$ cat config.mk
export PLATFORM = sky130hd
export DESIGN_NAME = qosc_config_loader
export DESIGN_NICKNAME = d
export VERILOG_FILES = /design/src/rtl/qosc_pkg.sv /design/src/rtl/qosc_step_prescaler.sv /design/src/rtl/qosc_config_loader.sv
export SDC_FILE = /design/constraint.sdc
export NUM_CORES = 1
export LEC_CHECK = 0
export CAP_MARGIN = 15
export CORE_MARGIN = 2
export CORE_UTILIZATION = 55
export CTS_CLUSTER_SIZE = 12
export DETAILED_ROUTE_END_ITERATION = 16
export PLACE_DENSITY_LB_ADDON = 0.25
export SLEW_MARGIN = 20
export SYNTH_ARGS = -nofsm -noshare
export SYNTH_HDL_FRONTEND = slang
export SYNTH_SLANG_ARGS = --single-unit
$ cat constraint.sdc
create_clock -name clk -period 3.8 [get_ports clk]
set_input_delay 0.95 -clock clk [delete_from_list [all_inputs] [get_ports clk]]
set_output_delay 0.95 -clock clk [all_outputs]
set_load 0.05 [all_outputs]
$ cat src/rtl/qosc_pkg.sv
// Shared definitions for the quadrature oscillator configuration path:
// opcodes, register indices, loader FSM states and operand defaults.
package qosc_pkg;

   localparam logic [3:0] OP_WRITE  = 4'h1;
   localparam logic [3:0] OP_COMMIT = 4'h2;
   localparam logic [3:0] OP_RUN    = 4'h3;
   localparam logic [3:0] OP_CLRERR = 4'h4;

   localparam logic [2:0] IDX_RE      = 3'd0;
   localparam logic [2:0] IDX_IM      = 3'd1;
   localparam logic [2:0] IDX_PWR     = 3'd2;
   localparam logic [2:0] IDX_INIT_RE = 3'd3;
   localparam logic [2:0] IDX_INIT_IM = 3'd4;
   localparam logic [2:0] IDX_DIV     = 3'd5;

   localparam logic [15:0] QOSC_DEF_RE      = 16'h7FFF;
   localparam logic [15:0] QOSC_DEF_IM      = 16'h0000;
   localparam logic [15:0] QOSC_DEF_PWR     = 16'h4000;
   localparam logic [15:0] QOSC_DEF_INIT_RE = 16'h4000;
   localparam logic [15:0] QOSC_DEF_INIT_IM = 16'h0000;

   typedef enum logic [1:0] {
      ST_IDLE   = 2'd0,
      ST_HI     = 2'd1,
      ST_LO     = 2'd2,
      ST_COMMIT = 2'd3
   } state_t;

   // One complete operand set; used for both the shadow and the active copy.
   typedef struct packed {
      logic [15:0] re;
      logic [15:0] im;
      logic [15:0] pwr;
      logic [15:0] init_re;
      logic [15:0] init_im;
      logic [15:0] div;
   } regs_t;

   // Returns r with the field selected by idx replaced; indices 6/7 leave r untouched.
   function automatic regs_t regs_write(input regs_t r, input logic [2:0] idx,
                                        input logic [15:0] val);
      regs_t n;
      n = r;
      case (idx)
         IDX_RE:      n.re      = val;
         IDX_IM:      n.im      = val;
         IDX_PWR:     n.pwr     = val;
         IDX_INIT_RE: n.init_re = val;
         IDX_INIT_IM: n.init_im = val;
         IDX_DIV:     n.div     = val;
         default:     n         = r;
      endcase
      return n;
   endfunction

endpackage

$ cat src/rtl/qosc_step_prescaler.sv
// Programmable step strobe: fires when the free-running count reaches div,
// then wraps, giving a period of div+1 cycles while run is high.
module qosc_step_prescaler (
   input  logic        clk,
   input  logic        rst,
   input  logic        run,
   input  logic        clear,
   input  logic [15:0] div,
   output logic        step_en
);

   logic [15:0] cnt;
   logic        at_div;

   always_comb begin
      // NOTE: give every combinational output a default first so no path leaves it unassigned (no latch).
      at_div = 1'b0;
      if (cnt == div) begin
         at_div = 1'b1;
      end
   end

   // Decoded from registered state only; clear suppresses the strobe during the load cycle.
   assign step_en = run && !clear && at_div;

   // NOTE: sequential state uses non-blocking assignments so every flop updates from pre-edge values.
   always_ff @(posedge clk) begin
      if (rst) begin
         cnt <= '0;
      end else if (clear) begin
         cnt <= '0;
      end else if (run) begin
         if (at_div) begin
            cnt <= '0;
         end else begin
            cnt <= cnt + 16'd1;
         end
      end
   end

endmodule

$ cat src/rtl/qosc_config_loader.sv
// Byte-serial configuration front end for the quadrature oscillator: shadow/active
// operand registers, commit-driven load pulse and the step strobe prescaler.
module qosc_config_loader
   import qosc_pkg::*;
#(
   parameter logic [15:0] DEF_RE      = QOSC_DEF_RE,
   parameter logic [15:0] DEF_IM      = QOSC_DEF_IM,
   parameter logic [15:0] DEF_PWR     = QOSC_DEF_PWR,
   parameter logic [15:0] DEF_INIT_RE = QOSC_DEF_INIT_RE,
   parameter logic [15:0] DEF_INIT_IM = QOSC_DEF_INIT_IM
) (
   input  logic               clk,
   input  logic               rst,
   input  logic               wr_valid,
   input  logic [7:0]         wr_data,
   output logic               wr_ready,
   output logic signed [15:0] re_coeff,
   output logic signed [15:0] im_coeff,
   output logic signed [15:0] power,
   output logic signed [15:0] accu_re_init,
   output logic signed [15:0] accu_im_init,
   output logic               load,
   output logic               step_en,
   output logic               run,
   output logic               err
);

   localparam regs_t DEF_REGS = '{
      re:      DEF_RE,
      im:      DEF_IM,
      pwr:     DEF_PWR,
      init_re: DEF_INIT_RE,
      init_im: DEF_INIT_IM,
      div:     16'h0000
   };

   state_t      state;
   regs_t       shadow;
   regs_t       active;
   logic [7:0]  hi_byte;
   logic [2:0]  wr_idx;
   logic        xfer;
   logic [3:0]  cmd_op;
   logic [2:0]  cmd_idx;

   assign wr_ready = (state != ST_COMMIT);
   assign xfer     = wr_valid && wr_ready;
   assign cmd_op   = wr_data[7:4];
   assign cmd_idx  = wr_data[2:0];

   always_ff @(posedge clk) begin
      if (rst) begin
         state  <= ST_IDLE;
         shadow <= DEF_REGS;
         active <= DEF_REGS;
         load   <= 1'b0;
         run    <= 1'b0;
         err    <= 1'b0;
      end else begin
         load <= 1'b0;
         case (state)
            ST_IDLE: begin
               if (xfer) begin
                  case (cmd_op)
                     OP_WRITE: begin
                        state <= ST_HI;
                        // Out-of-range targets still swallow their two data bytes.
                        if (cmd_idx > IDX_DIV) begin
                           err <= 1'b1;
                        end
                     end
                     OP_COMMIT: begin
                        // Load and the new operands appear together, while wr_ready is low.
                        state  <= ST_COMMIT;
                        active <= shadow;
                        load   <= 1'b1;
                     end
                     OP_RUN:    run <= cmd_idx[0];
                     OP_CLRERR: err <= 1'b0;
                     default:   err <= 1'b1;
                  endcase
               end
            end
            ST_HI: begin
               if (xfer) begin
                  state <= ST_LO;
               end
            end
            ST_LO: begin
               if (xfer) begin
                  state  <= ST_IDLE;
                  shadow <= regs_write(shadow, wr_idx, {hi_byte, wr_data});
               end
            end
            ST_COMMIT: state <= ST_IDLE;
            default:   state <= ST_IDLE;
         endcase
      end
   end

   // NOTE: data-path holding registers are deliberately not reset; the FSM reset makes their contents irrelevant.
   always_ff @(posedge clk) begin
      if (xfer && (state == ST_IDLE) && (cmd_op == OP_WRITE)) begin
         wr_idx <= cmd_idx;
      end
      if (xfer && (state == ST_HI)) begin
         hi_byte <= wr_data;
      end
   end

   assign re_coeff     = active.re;
   assign im_coeff     = active.im;
   assign power        = active.pwr;
   assign accu_re_init = active.init_re;
   assign accu_im_init = active.init_im;

   qosc_step_prescaler u_prescaler (
      .clk     (clk),
      .rst     (rst),
      .run     (run),
      .clear   (load),
      .div     (active.div),
      .step_en (step_en)
   );

endmodule

==> flow_summary_export.csv <==
group,metric,value,unit
run_status,status,"finished clean",
yosys,seq_area_frac_synth,0.5198,
yosys,syn_inst,1074,
route,drc,0,
critical_path,reg2reg_from,"u_prescaler.cnt[6]$_SDFFE_PP0P_",
critical_path,cp.required,2.85,ns
cells_and_area,final_cell_mix,"nand2_1 (391), dfxtp_1 (213), a21oi_1 (160)",
clocking,holdBufCountCts,0,
route,drt-total-wl,19760,um
timing,relSlewSlack,0.5235,
critical_path,critPathLaunchType,"flip-flop",
critical_path,worstReg2RegEnd,"u_prescaler.cnt[9]$_SDFFE_PP0P_",
placement,dp_hpwl,11960,um
cells_and_area,nets,1077,
route,wl_per_cell,15.26,um
clocking,h-tree-depth,1,
clocking,clk_latency,0.51,ns
die,rows,46,
grt,grt_overflow,0,
power,power_leakage,3.565,nW
grt,grt_pass1_wl,31360,um
cells_and_area,final_common_cell,"nand2_1",
hold_path,hold_class,"reg2reg",
die,fp.dieW,130.8,um
grt,grt_pass1_vias,6123,
hold_path,holdCritStartpoint,"accu_im_init[4]$_SDFFE_PP0P_",
grt,grt_max_degree,83,
yosys,synth.distinct_cells,39,
clocking,cts_setup_buffers,0,
cells_and_area,instances_no_fill,1295,
yosys,synthArstFlopShare,0,
yosys,synth_area,8838,um^2
placement,dp.cells,1255,
timing,setup_tns,0,ns
clocking,cts_resized,0,
clocking,tritoncts.num_buffers,24,
clocking,clk_path_buf_depth,3,
power,ir_drop,0.0003036,V
die,start_util,0.5605,
yosys,synth-edff-count,11,
cells_and_area,final_util,0.6392,
die,dieArea,17100,um^2
yosys,synthesis.area_per_instance,8.229,um^2
yosys,synth-seq-cells,224,
cells_and_area,n_antenna_cell,0,
grt,groute.usage.overall,0.2300,
placement,port_buffers,95,
clocking,cts_sinks,224,
route,avgViaCountPerCell,5.219,
route,first_pass_iters,7,
grt,antenna_found_initial,0,
cells_and_area,area.growth.synth_to_final,14.04,%
critical_path,ff2ff_setup_slack,1.79,ns
yosys,syn_nets,1086,
hold_path,min_to,"accu_im_init[4]$_SDFFE_PP0P_",
cells_and_area,drive_gt1_frac,0.05746,
timing,grt_setup_unrepaired,"no",
timing,fmax,0.2764,GHz
timing,slew_viol_final,0,
timing,fin_crit,3.619,ns
yosys,synth_top_area_share,0.4824,
cells_and_area,fillers,1405,
critical_path,rr_worst_depth,5,
die,core-area,15770,um^2
clocking,cts_tree,"done",
placement,gp_congestion,0.8182,
power,power.total,4.897,mW
critical_path,cp-end-kind,"primary output",
critical_path,cp_data_arrival_time,2.67,ns
yosys,synthFlopType,"dfxtp_1",
timing,fin_hold_ws,0.4496,ns
route,antenna_left,0,
route,drt-initial-drc-count,449,
yosys,yosysTopAreaCell,"dfxtp_1",
clocking,clk_root_buffer_cell,"clkbuf_16",
critical_path,crit_type,"reg2out",
clocking,clkTransAtPathRegs,0.06,ns
route,vias,6758,
critical_path,cp_slowest_stage_delay,0.84,ns
timing,fin_crit_sh,0.9522,
timing,worstMarginPinSlew,0.7147,ns
critical_path,crit_path_top_delay_cell,"clkdlybuf4s50_1",
timing,hold_viol_final,0,
yosys,yosysWarningCount,0,
critical_path,cp_cell_sequence,"xor2_1, nor4_1, nand2_1, nor4_1, clkdlybuf4s50_1",
power,power_density,485.9,nW/um^2
flow_run,maxCapViolCount,0,
critical_path,cp_max_fo,5,
critical_path,cp_common_cell,"nor4_1",
timing,finalSetupViolations,0,
die,die-height,130.8,um
yosys,netlist_top_cells_area,"dfxtp_1 (48%), nand2_1 (17%), a21oi_1 (9.1%)",
timing,fin_skew,0.01036,ns
hold_path,hold_path_depth,2,
die,io_pins,96,
==> worst max-delay path, delay by kind of cell, from the launching register on <==
family | cells | cell delay [ns]
xor gates and xnor gates | 1 | 0.18
buffers and inverters | 1 | 0.84
DFF | 1 | 0.35
and+or+nand+nor | 3 | 0.79
==> routing by layer <==
layer / up-vias / wire [um] / share of wire / track usage
li1: 3356 / - / - / -
met1: 3181 / 9050 / 0.46 / 0.3310
met2: 182 / 9047 / 0.46 / 0.3572
met3: 39 / 1166 / 0.059 / 0.03787
met4: 0 / 492 / 0.025 / 0.07134
met5: - / 0 / 0 / 0
==> state kept, by name, indices dropped and copies added, names as in the netlist, 2 cells and up <==
signal	flops
re_coeff	16
accu_im_init	16
u_prescaler.cnt	16
active	16
power	16
wr_idx	3
hi_byte	8
state	2
accu_re_init	16
shadow	96
im_coeff	16
==> area by class of cell <==
type / count / area [um^2] / area share
Sequential cell: 224 / 4594 / 0.4558
Timing Repair Buffer: 110 / 1074 / 0.1065
Clock inverter: 4 / 95.09 / 0.009434
Multi-Input combinational cell: 699 / 3317 / 0.3291
Clock buffer: 36 / 706.9 / 0.07013
Tap cell: 216 / 270.3 / 0.02681
Inverter: 6 / 22.52 / 0.002234
==> logic make-up (layout without fill, tap and decap cells) <==
group	count (synthesis)	after routing	share of synthesized area
compound gates	165	165	0.09584
simple gates	500	500	0.2441
fa+ha+maj	1	1	0.001415
xor+xnor	31	31	0.03072
mux	2	2	0.002265
flops	224	224	0.5198
buf+inv	151	156	0.1059
==> worst max path at each step <==
stage                                     from  slack (ns)  depth (start not counted)  endpoint
3_5_place_dp   u_prescaler.cnt[6]$_SDFFE_PP0P_        0.73                          5   step_en
5_1_grt        u_prescaler.cnt[9]$_SDFFE_PP0P_        0.08                          5   step_en
4_1_cts        u_prescaler.cnt[6]$_SDFFE_PP0P_        0.20                          5   step_en
3_3_place_gp   u_prescaler.cnt[6]$_SDFFE_PP0P_        0.74                          5   step_en
6_report       u_prescaler.cnt[6]$_SDFFE_PP0P_        0.18                          5   step_en
2_1_floorplan  u_prescaler.cnt[9]$_SDFFE_PP0P_        0.38                          5   step_en
==> synth_stat cells, drive strengths merged, types with 4 or more instances <==
library cell and number:
nand2 392, nor3b 4, nor4 6, xor2 17
nand4 7, nand3 10, edfxtp 11, clkbuf 40
nand3b 34, xnor2 14, nor2 31, buf 105
dfxtp 213, a21oi 160, nor3 6, inv 6
==> where the power goes <==
part           switching (mW)  internal, mW  leakage, nW
logic                   0.101        0.0422         1.36
registers             0.00924          2.38         1.82
clock network           0.893          1.48        0.391
total                    1.00          3.89         3.56
==> metrics by stage <==
stage	setup slack, ns	area (um^2)
after floorplan	0.3809	8838
after global placement	0.7407	9278
after detailed placement	0.7348	9278
after CTS	0.2047	10080
after global routing	0.08378	10080
final	0.1815	10080
(Power assumes the default switching activity.)
==> patch 1, RTL diff (same flow settings) <==
Encoding of `state_t`: now one-hot (4 bits for 4 states).
--- a/src/rtl/qosc_pkg.sv
+++ b/src/rtl/qosc_pkg.sv
@@ -21,9 +21,9 @@
    localparam logic [15:0] QOSC_DEF_INIT_IM = 16'h0000;
 
-   typedef enum logic [1:0] {
-      ST_IDLE   = 2'd0,
-      ST_HI     = 2'd1,
-      ST_LO     = 2'd2,
-      ST_COMMIT = 2'd3
+   typedef enum logic [3:0] {
+      ST_IDLE   = 4'b0001,
+      ST_HI     = 4'b0010,
+      ST_LO     = 4'b0100,
+      ST_COMMIT = 4'b1000
    } state_t;
 
Check against the original RTL: no difference found for any inputs over 4 cycles, from zero or initial values and one cycle with rst high; so few cycles prove little.
==> patch 1 against the original RTL <==
Largest power group unchanged. Count of clock-buffer cells in the layout unchanged. Critical path type unchanged. Die area increased by 1.7%. Cell area increased by 0.47%. Clock power decreased by 9.3%. Highest routed layer unchanged. Worst setup slack improved by 0.30 ns. Synthesized area increased by 1.8%. Total power decreased by 4.2%. Utilization decreased by 0.39 points. Register-to-register slack got worse by 0.18 ns. Routed wire length about the same. Worst hold slack got worse by 0.0026 ns. Maximum frequency increased by 8.9%. Sequential cell count increased by 2.
==> patch 1: results (changes against the original RTL) <==
* # diodes at 0 (unchanged)
* Crit. Startpoint: u_prescaler.cnt[8] (was u_prescaler.cnt[6])
* Hold crit path type: reg -> reg (unchanged)
* Metal1 wirelength at 8960 µm (was 9050 µm)
* Sequential power share at 51.2% (was 48.7%)
* R2R Setup Slk at 1.61 ns (was 1.79 ns)
* Gp weighted congestion at 0.8340 (was 0.8182)
* Layout cell share with drive strength beyond 1 at 5.229% (was 5.746%)
* Static Leak at 3.548 nW (was 3.565 nW)
* Largest cells by area after synthesis: dfxtp_1, nand2_1, a21oi_1 (unchanged)
* DRT Pass-1 Iters at 6 (was 7)
* Largest net degree at the start of global routing at 73 (was 83)
* CP top delay family: simple AND/OR/NAND/NOR gates (was buffers and inverters)
* NetSw at 0.0009974 W (was 0.001004 W)
* Final Cycle Share at 87.44% (was 95.22%)
* Met2 wire length at 9383 µm (was 9047 µm)
* Sw frac at 21.26% (was 20.49%)
* GR Util met2 at 36.57% (was 35.72%)
* Final HPWL DP at 12,280 µm (was 11,960 µm)
* Relative slew slack at 42.13% (was 52.35%)
* Vias in the first global route at 6,375 (was 6,123)
* WL/cell at 15.14 µm (was 15.26 µm)
* Sink of the worst hold path: active[4] (was accu_im_init[4])
* Top fanout value on the critical path at 5 (unchanged)
* Grt met3 use at 3.998% (was 3.787%)
* First-pass GRT wire length at 32,300 µm (was 31,360 µm)
* CP max stage delay at 0.46 ns (was 0.84 ns)
* Gr usage total at 22.38% (was 23.00%)
* Critical path's slowest cell: dfxtp_1 (was clkdlybuf4s50_1)
* FF-to-FF Start: state[2] (was u_prescaler.cnt[6])
* Worst path arrival time at 2.37 ns (was 2.67 ns)
* Status: finished clean (unchanged)
* Post-Syn Nets at 1,102 (was 1,086)
* Placed cell areas at 9405 µm² (was 9278 µm²)
* Met3 routed WL at 1107 µm (was 1166 µm)
* Vias per cell at 5.230 (was 5.219)
* Top post-synthesis cells by count: nand2_1, dfxtp_1, a21oi_1 (unchanged)
* Hold path start: shadow[4] (was accu_im_init[4])
* Sequential share of the synthesized area at 51.51% (was 51.98%)
* Post-CTS resize count at 0 (unchanged)
* Setup Skew at 0.01751 ns (was 0.01036 ns)
* PortBufs at 95 (unchanged)
* Met1 usage at 30.74% (was 33.10%)
* Peak supply drop at 292.4 µV (was 303.6 µV)
* Worst R2R End: shadow[58] (was u_prescaler.cnt[9])
* Synth unique cells at 41 (was 39)
* Post-CTS Setup Bufs at 0 (unchanged)
* Violation count after the first detailed-route iteration at 432 (was 449)
-- patch 1: kinds of logic after synthesis --
group / count (synthesis) / synth area share, %
AOI/OAI and AO/OA: 171 / 9.985
adders and majority gates: 1 / 0.1390
DFF: 226 / 51.51
muxes: 2 / 0.2225
and+or+nand+nor: 505 / 24.39
buffers and inverters: 153 / 10.64
xor gates and xnor gates: 32 / 3.115
-- patch 1: area by class of cell --
cell class	count	area [µm²]
fillers	1408	5816
flip-flops and latches	226	4634
multi-input cells	711	3413
repair buffers	108	1072
clock buffers	36	696.9
well taps	216	270.3
clock inverters	5	25.02
inverters	4	15.01
-- patch 1: metrics by stage --
step / util [%] / setup WS [ns] / instances / hold slack [ns]
CTS: 63.52 / 0.4815 / 1306 / 0.4448
floorplan: - / 0.4790 / 1090 / 0.4321
global placement: 58.99 / 0.7917 / 1265 / 0.4387
global route: 63.52 / 0.4053 / 1306 / 0.4680
finish: 63.52 / 0.4774 / 1306 / 0.4470
detailed placement: 58.99 / 0.7169 / 1265 / 0.4437
==> patch 2, RTL diff (same settings) <==
Made on the original files. Put one more register stage on the output `err`, cleared by the reset. The value now appears one clock later. The other outputs are not delayed to match.
--- a/src/rtl/qosc_config_loader.sv
+++ b/src/rtl/qosc_config_loader.sv
@@ -35,4 +35,6 @@
    };
 
+   logic err_s0;
+
    state_t      state;
    regs_t       shadow;
@@ -56,5 +58,5 @@
          load   <= 1'b0;
          run    <= 1'b0;
-         err    <= 1'b0;
+         err_s0 <= 1'b0;
       end else begin
          load <= 1'b0;
@@ -67,5 +69,5 @@
                         // Out-of-range targets still swallow their two data bytes.
                         if (cmd_idx > IDX_DIV) begin
-                           err <= 1'b1;
+                           err_s0 <= 1'b1;
                         end
                      end
@@ -77,6 +79,6 @@
                      end
                      OP_RUN:    run <= cmd_idx[0];
-                     OP_CLRERR: err <= 1'b0;
-                     default:   err <= 1'b1;
+                     OP_CLRERR: err_s0 <= 1'b0;
+                     default:   err_s0 <= 1'b1;
                   endcase
                end
@@ -124,4 +126,12 @@
    );
 
+   always_ff @(posedge clk) begin
+      if (rst) begin
+         err <= '0;
+      end else begin
+         err <= err_s0;
+      end
+   end
+
 endmodule
 
Formal check against the unedited RTL: not equivalent (Yosys sat finds a counterexample within 4 cycles, from zero or initial values and one cycle with rst high).
==> patch 2 against the original RTL <==
Worst setup slack better by 0.41 ns. Utilization down 0.60 points. Routed wire length down 0.92%. Cell area down 0.58%. Count of clock-buffer cells in the layout down 2. Sequential cell count up 1. Maximum frequency up 13%. Total power down 5.5%. Synthesized area up 0.64%.
==> patch 2: results (changes against the original RTL) <==
* Peak supply drop at 343.2 µV (was 303.6 µV)
* Multi-input logic area at 3362 µm² (was 3317 µm²)
* Relative slew slack at 53.09% (was 52.35%)
* First-pass GRT wire length at 31,280 µm (was 31,360 µm)
* Fin util at 63.31% (was 63.92%)
* Clock-cell share at 6.755% (was 7.957%)
* Synth unique cells at 38 (was 39)
* Top post-synthesis cells by count: nand2_1, dfxtp_1, a21oi_1 (unchanged)
* # fillers at 1,365 (was 1,405)
* Post-Syn Nets at 1,056 (was 1,086)
* Compound-gate portion of the synthesized area at 7.512% (was 9.584%)
* R2R Setup Slk at 1.65 ns (was 1.79 ns)
* Clock group at 0.00209 W (was 0.00237 W)
* Seq area share at 46.05% (was 45.58%)
* Placed cell areas at 9324 µm² (was 9278 µm²)
* Adder-cell share of the synthesized area at 0.1407% (was 0.1416%)
* Worst path arrival time at 2.26 ns (was 2.67 ns)
* Violation count after the first detailed-route iteration at 511 (was 449)
* Clock buf count at 34 (was 36)
* DRT Pass-1 Iters at 5 (was 7)
* Vias per cell at 5.243 (was 5.219)
* CP max stage delay at 0.46 ns (was 0.84 ns)
* Vias in the first global route at 5,962 (was 6,123)
* Layout cell share with drive strength beyond 1 at 5.005% (was 5.746%)
* Static Leak at 3.587 nW (was 3.565 nW)
* Status: finished clean (unchanged)
* Multiplexer share of the synthesized area at 3.826% (was 0.2265%)
* Setup slack at placement at 0.5186 ns (was 0.7348 ns)
* WL/cell at 15.60 µm (was 15.26 µm)
* Gp weighted congestion at 0.8345 (was 0.8182)
* Data buffer area share at 10.95% (was 10.65%)
* Internal at 0.003656 W (was 0.003894 W)
* CP top delay family: simple AND/OR/NAND/NOR gates (was buffers and inverters)
* Final Power at 0.004627 W (was 0.004897 W)
* FF-to-FF Start: state[1] (was u_prescaler.cnt[6])
* Gr usage total at 22.04% (was 23.00%)
* Clk sinks at 225 (was 224)
* Top fanout value on the critical path at 17 (was 5)
* CTS buffer count at 23 (was 24)
* Critical path's slowest cell: dfxtp_1 (was clkdlybuf4s50_1)
* Nonclk inv count at 0 (was 6)
* Multi-input gate count at 666 (was 699)
* Final Cycle Share at 84.44% (was 95.22%)
* Non-clk bufs at 113 (was 110)
[patch 2: changes by cell type in the layout (fill, tap and decap cells not counted), moves of 3 or more]
cell,unedited run,this run
inv_1,5,0
a21oi_1,160,126
buf_4,15,18
nor4_1,5,18
xor2_1,17,7
and3_1,2,5
mux2i_1,2,34
xnor2_1,14,24
nand2_1,391,329
nor2_1,29,46
nand3_1,10,7
[patch 2: worst min-delay path by stage]
stage / start / to / slack (ns) / depth (start not counted)
2_1_floorplan: shadow[0] / active[0] / 0.43 / 2
6_report: accu_re_init[4] / accu_re_init[4] / 0.45 / 2
3_3_place_gp: shadow[7] / active[7] / 0.44 / 2
4_1_cts: shadow[1] / active[1] / 0.45 / 2
3_5_place_dp: shadow[13] / active[13] / 0.44 / 2
5_1_grt: shadow[17] / accu_im_init[1] / 0.47 / 2
[patch 2: per-layer routing]
metal	vias up	share of wire, %	GRT usage (%)
li1	3283	-	-
met1	3088	46	30.40
met2	175	47	36.20
met3	34	4.7	3.395
met4	0	2.3	6.099
met5	-	0	0
